[config.mk]
export PLATFORM = sky130hd
export DESIGN_NAME = regfile_hilo
export DESIGN_NICKNAME = d
export VERILOG_FILES = /design/src/rtl/regfile_hilo_pkg.sv /design/src/rtl/regfile_hilo_hilo_reg.sv /design/src/rtl/regfile_hilo.sv
export SDC_FILE = /design/constraint.sdc
export NUM_CORES = 2
export LEC_CHECK = 0
export CAP_MARGIN = 25
export CORE_MARGIN = 2
export CORE_UTILIZATION = 60
export DETAILED_ROUTE_END_ITERATION = 8
export PLACE_DENSITY = 0.78
export SYNTH_ARGS = -nofsm -noshare
export SYNTH_HDL_FRONTEND = slang
export SYNTH_SLANG_ARGS = --single-unit
[constraint.sdc]
create_clock -name clk -period 2.3 [get_ports clk]
set_input_delay 0.345 -clock clk [delete_from_list [all_inputs] [get_ports clk]]
set_output_delay 0.345 -clock clk [all_outputs]
set_load 0.01 [all_outputs]
[src/rtl/regfile_hilo_pkg.sv]
// Shared register-file constants: bus widths, register count and write-enable levels.
// Imported by the GPR file and the HI/LO pair so both agree on widths.
package regfile_hilo_pkg;

    localparam int REG_NUM_DEF    = 32;
    localparam int REG_DATA_BUS_W = 32;
    localparam int REG_ADDR_BUS_W = 5;

    localparam logic WRITE_ENABLE  = 1'b1;
    localparam logic WRITE_DISABLE = 1'b0;

    localparam logic [REG_DATA_BUS_W-1:0] ZEROWORD = '0;

endpackage

[src/rtl/regfile_hilo_hilo_reg.sv]
// HI/LO register pair. Both halves are written together, and a write in
// progress is forwarded to the outputs in the same cycle.
module hilo_reg
    import regfile_hilo_pkg::*;
#(
    parameter int DATA_W = REG_DATA_BUS_W
) (
    input  logic              clk,
    input  logic              rst,
    input  logic              hilo_write_en_i,
    input  logic [DATA_W-1:0] hi_i,
    input  logic [DATA_W-1:0] lo_i,
    output logic [DATA_W-1:0] hi_o,
    output logic [DATA_W-1:0] lo_o
);

    logic [DATA_W-1:0] hi_q;
    logic [DATA_W-1:0] lo_q;

    always_ff @(posedge clk) begin
        if (rst) begin
            hi_q <= '0;
            lo_q <= '0;
        end else if (hilo_write_en_i == WRITE_ENABLE) begin
            hi_q <= hi_i;
            lo_q <= lo_i;
        end
    end

    always_comb begin
        hi_o = hi_q;
        lo_o = lo_q;
        if (rst) begin
            hi_o = '0;
            lo_o = '0;
        end else if (hilo_write_en_i == WRITE_ENABLE) begin
            hi_o = hi_i;
            lo_o = lo_i;
        end
    end

endmodule

[src/rtl/regfile_hilo.sv]
// Decode-stage register file: 32 GPRs (r0 reads as zero), two combinational
// read ports with write-through bypass, one write port, plus the HI/LO pair.
module regfile_hilo
    import regfile_hilo_pkg::*;
#(
    parameter int REG_NUM = REG_NUM_DEF,
    parameter int DATA_W  = REG_DATA_BUS_W,
    parameter int ADDR_W  = REG_ADDR_BUS_W
) (
    input  logic              clk,
    input  logic              rst,
    input  logic              reg_write_en_i,
    input  logic [ADDR_W-1:0] reg_write_addr_i,
    input  logic [DATA_W-1:0] reg_write_data_i,
    input  logic              reg_read_en_1_i,
    input  logic [ADDR_W-1:0] reg_read_addr_1_i,
    output logic [DATA_W-1:0] reg_data_1_o,
    input  logic              reg_read_en_2_i,
    input  logic [ADDR_W-1:0] reg_read_addr_2_i,
    output logic [DATA_W-1:0] reg_data_2_o,
    input  logic              hilo_write_en_i,
    input  logic [DATA_W-1:0] hi_i,
    input  logic [DATA_W-1:0] lo_i,
    output logic [DATA_W-1:0] hi_o,
    output logic [DATA_W-1:0] lo_o
);

    // No handshake: every read and write request is served in the cycle it is presented.
    logic [DATA_W-1:0] regs [REG_NUM];

    always_ff @(posedge clk) begin
        if (rst) begin
            for (int i = 0; i < REG_NUM; i++) begin
                regs[i] <= '0;
            end
        end else if (reg_write_en_i == WRITE_ENABLE && reg_write_addr_i != '0) begin
            regs[reg_write_addr_i] <= reg_write_data_i;
        end
    end

    // Priority: reset, disabled port, r0, same-cycle write-back, stored value.
    always_comb begin
        reg_data_1_o = '0;
        if (rst || reg_read_en_1_i != WRITE_ENABLE || reg_read_addr_1_i == '0) begin
            reg_data_1_o = '0;
        end else if (reg_write_en_i == WRITE_ENABLE && reg_write_addr_i == reg_read_addr_1_i) begin
            reg_data_1_o = reg_write_data_i;
        end else begin
            reg_data_1_o = regs[reg_read_addr_1_i];
        end
    end

    always_comb begin
        reg_data_2_o = '0;
        if (rst || reg_read_en_2_i != WRITE_ENABLE || reg_read_addr_2_i == '0) begin
            reg_data_2_o = '0;
        end else if (reg_write_en_i == WRITE_ENABLE && reg_write_addr_i == reg_read_addr_2_i) begin
            reg_data_2_o = reg_write_data_i;
        end else begin
            reg_data_2_o = regs[reg_read_addr_2_i];
        end
    end

    hilo_reg #(
        .DATA_W(DATA_W)
    ) u_hilo_reg (
        .clk            (clk),
        .rst            (rst),
        .hilo_write_en_i(hilo_write_en_i),
        .hi_i           (hi_i),
        .lo_i           (lo_i),
        .hi_o           (hi_o),
        .lo_o           (lo_o)
    );

endmodule

==> impl_metrics.csv <==
group,metric,value,unit
outcome,status,"finished, violations left",
outcome,violations,"negative setup slack",
global_routing,grt_max_degree,110,
global_routing,groute.usage.overall,0.400,
timing,rsz0062_at_grt,"true",
detailed_routing,dr.pass1.iters,6,
placement,hpwl,130000,microns
synthesis,ys_ff_latch,1088,
clock_network,ctsHoldBuffers,0,
placement,place_ws,-1.01,ns
clock_network,root_buffer,"clkbuf_16",
timing,finalSetupViolCount,64,
detailed_routing,via_per_inst,6.92,
timing,worst_pin_slew,0.796,ns
clock_network,path_clk_slew,0.06,ns
timing,hold_viol_final,0,
synthesis,synthCells,4040,
clock_network,cts_tree,"built",
die,fp.coreArea,94700,sq um
final_layout,layout_common_cells,"edfxtp_1 (1024), and2_1 (994), buf_4 (535)",
worst_setup_path,worstSetupPathType,"flip-flop to output port",
timing,slew_headroom,0.467,
final_layout,fin_nets,4824,
detailed_routing,ant_nets,0,
die,rows,113,
worst_setup_path,worstPathRequired,1.96,ns
clock_network,clk_path_buf_depth,3,
worst_setup_path,critical_path.startpoint_type,"flip-flop",
detailed_routing,vias,42000,
placement,gp_congestion,0.941,
detailed_routing,wl_per_cell,32.6,microns
clock_network,cts.sinks,1088,
placement,port_buffers,244,
worst_setup_path,end_kind,"output port",
clock_network,htreeDepth,3,
final_layout,post-route-util,0.761,
timing,fin_skew,0,ns
job,cap_viol_max_count,0,
detailed_routing,routed_wl,198000,microns
timing,tns,-32.96,ns
timing,fin_hold_ws,0.150,ns
power,power,50.3,mW
synthesis,yosysUniqueCellTypes,50,
synthesis,synth_edf_count,1024,
hold_path,hold_path_class,"primary input to flip-flop",
timing,postLayoutSetupSlackWorst,-0.723,ns
worst_setup_path,cp_data_arrival_time,2.68,ns
synthesis,yosysWarnings,0,
global_routing,grt_pass1_wl,282000,microns
die,initial_utilization,0.605,
die,die_h,313,microns
final_layout,area_delta_synth_final,25.8,%
final_layout,drive_above_1_share,0.337,
worst_setup_path,critPathMaxFanout,2,
synthesis,syn_area_per_cell,14.2,sq um
synthesis,async_flop_share,0,
timing,max_freq,331,MHz
power,vdd_drop_max,0.000729,V
die,die_area,97900,sq um
final_layout,layout_commonest_cell,"edfxtp_1",
die,dieWidth,313,microns
die,io-pin-count,245,
timing,final-max-slew-violation-count,0,
global_routing,first_global_vias,41959,
power,leakagePower,26.9,nW
global_routing,grt_overflow,0,
synthesis,ys.flop_type,"edfxtp_1",
detailed_routing,drt-initial-drc-count,7138,
timing,finalCritPeriodShare,1.31,
power,powerDensity,698,nW/um^2
clock_network,clock_latency,0.70,ns
detailed_routing,drc,0,
clock_network,cts_made_buffers,112,
synthesis,syn_area,57300,sq um
global_routing,antenna_found_initial,6,
synthesis,yosysSeqAreaShare,0.559,
timing,fin_crit,3.02,ns
[final timing paths]
kind,slack (ns),cells past startpoint,endpoint,from
worst max-delay path,-0.72,5,reg_data_1_o[8],regs[11][8]
worst min-delay path,0.15,3,u_hilo_reg.hi_q[5],hilo_write_en_i
worst max register to register,1.61,2,u_hilo_reg.hi_q[16],u_hilo_reg.hi_q[16]
worst min register to register,0.51,2,u_hilo_reg.lo_q[19],u_hilo_reg.lo_q[19]
[layer usage]
layer,GRT usage,vias up,share of wire
met5,0,-,0.00090
li1,-,16689,-
met2,0.612,3888,0.45
met4,0.213,6,0.065
met1,0.511,20625,0.33
met3,0.133,792,0.15
[synth_stat cells, drive strengths merged (14+ instances only)]
master	n	area (sq um)
buf	133	820
and2	997	6240
clkbuf	299	1120
a22oi	108	811
or2	32	200
dfxtp	64	1280
o221ai	19	166
nand3	26	130
edfxtp	1024	30700
a221oi	16	140
nand2	156	586
a31oi	18	113
a21oi	44	220
nor2	126	473
mux2i	358	3580
mux4	391	8810
o22ai	37	231
o2111ai	31	272
a32o	55	551
a211oi	14	105
[stage by stage]
step                std cells  area [sq um]
global placement         5787         66400
global route             6067         72000
CTS                      6052         71600
floorplan                4071         57400
detailed placement       5787         66400
finish                   6071         72000
[sequential cells by signal, indices dropped and copies added (netlist names)]
signal and cells:
u_hilo_reg.hi_q 32, u_hilo_reg.lo_q 32, regs 1024
[repair_timing]
item | CTS | global route
gates resized for setup | 470 | 83
setup endpoints to repair | 64 | 64
cloned | 3 | 0
setup buffers | 55 | 23
pin swaps | 164 | 85
[cells by family after synthesis]
family,Yosys count,synth area share
XOR/XNOR,10,0.00153
multiplexers,752,0.217
AO/OA/AOI/OAI,373,0.0495
other,1,0.0000655
AND/OR/NAND/NOR,1383,0.139
buffers and inverters,433,0.0340
flip-flops,1088,0.559
[worst max-delay path: stages (launching register included)]
cell and delay (ns):
edfxtp_1 0.41, mux4_2 0.49, mux2i_1 0.19, o211ai_1 0.37, a32o_1 0.36, buf_2 0.14
[area by class of cell]
cell class              count  area [sq um]
clock inverters            68           898
multi-input cells        2550         24800
flip-flops and latches   1088         32000
fillers                  5365         22700
clock buffers             141          3030
diodes                      4          10.0
well taps                1265          1580
repair buffers            954          9720
inverters                   1          3.75
[report_power, final]
part | switching, mW | internal, mW | total, mW
logic | 3.97 | 3.51 | 7.48
registers | 0.609 | 22.7 | 23.3
clock network | 7.84 | 11.7 | 19.5
total | 12.4 | 37.9 | 50.3
(Power assumes the default switching activity.)
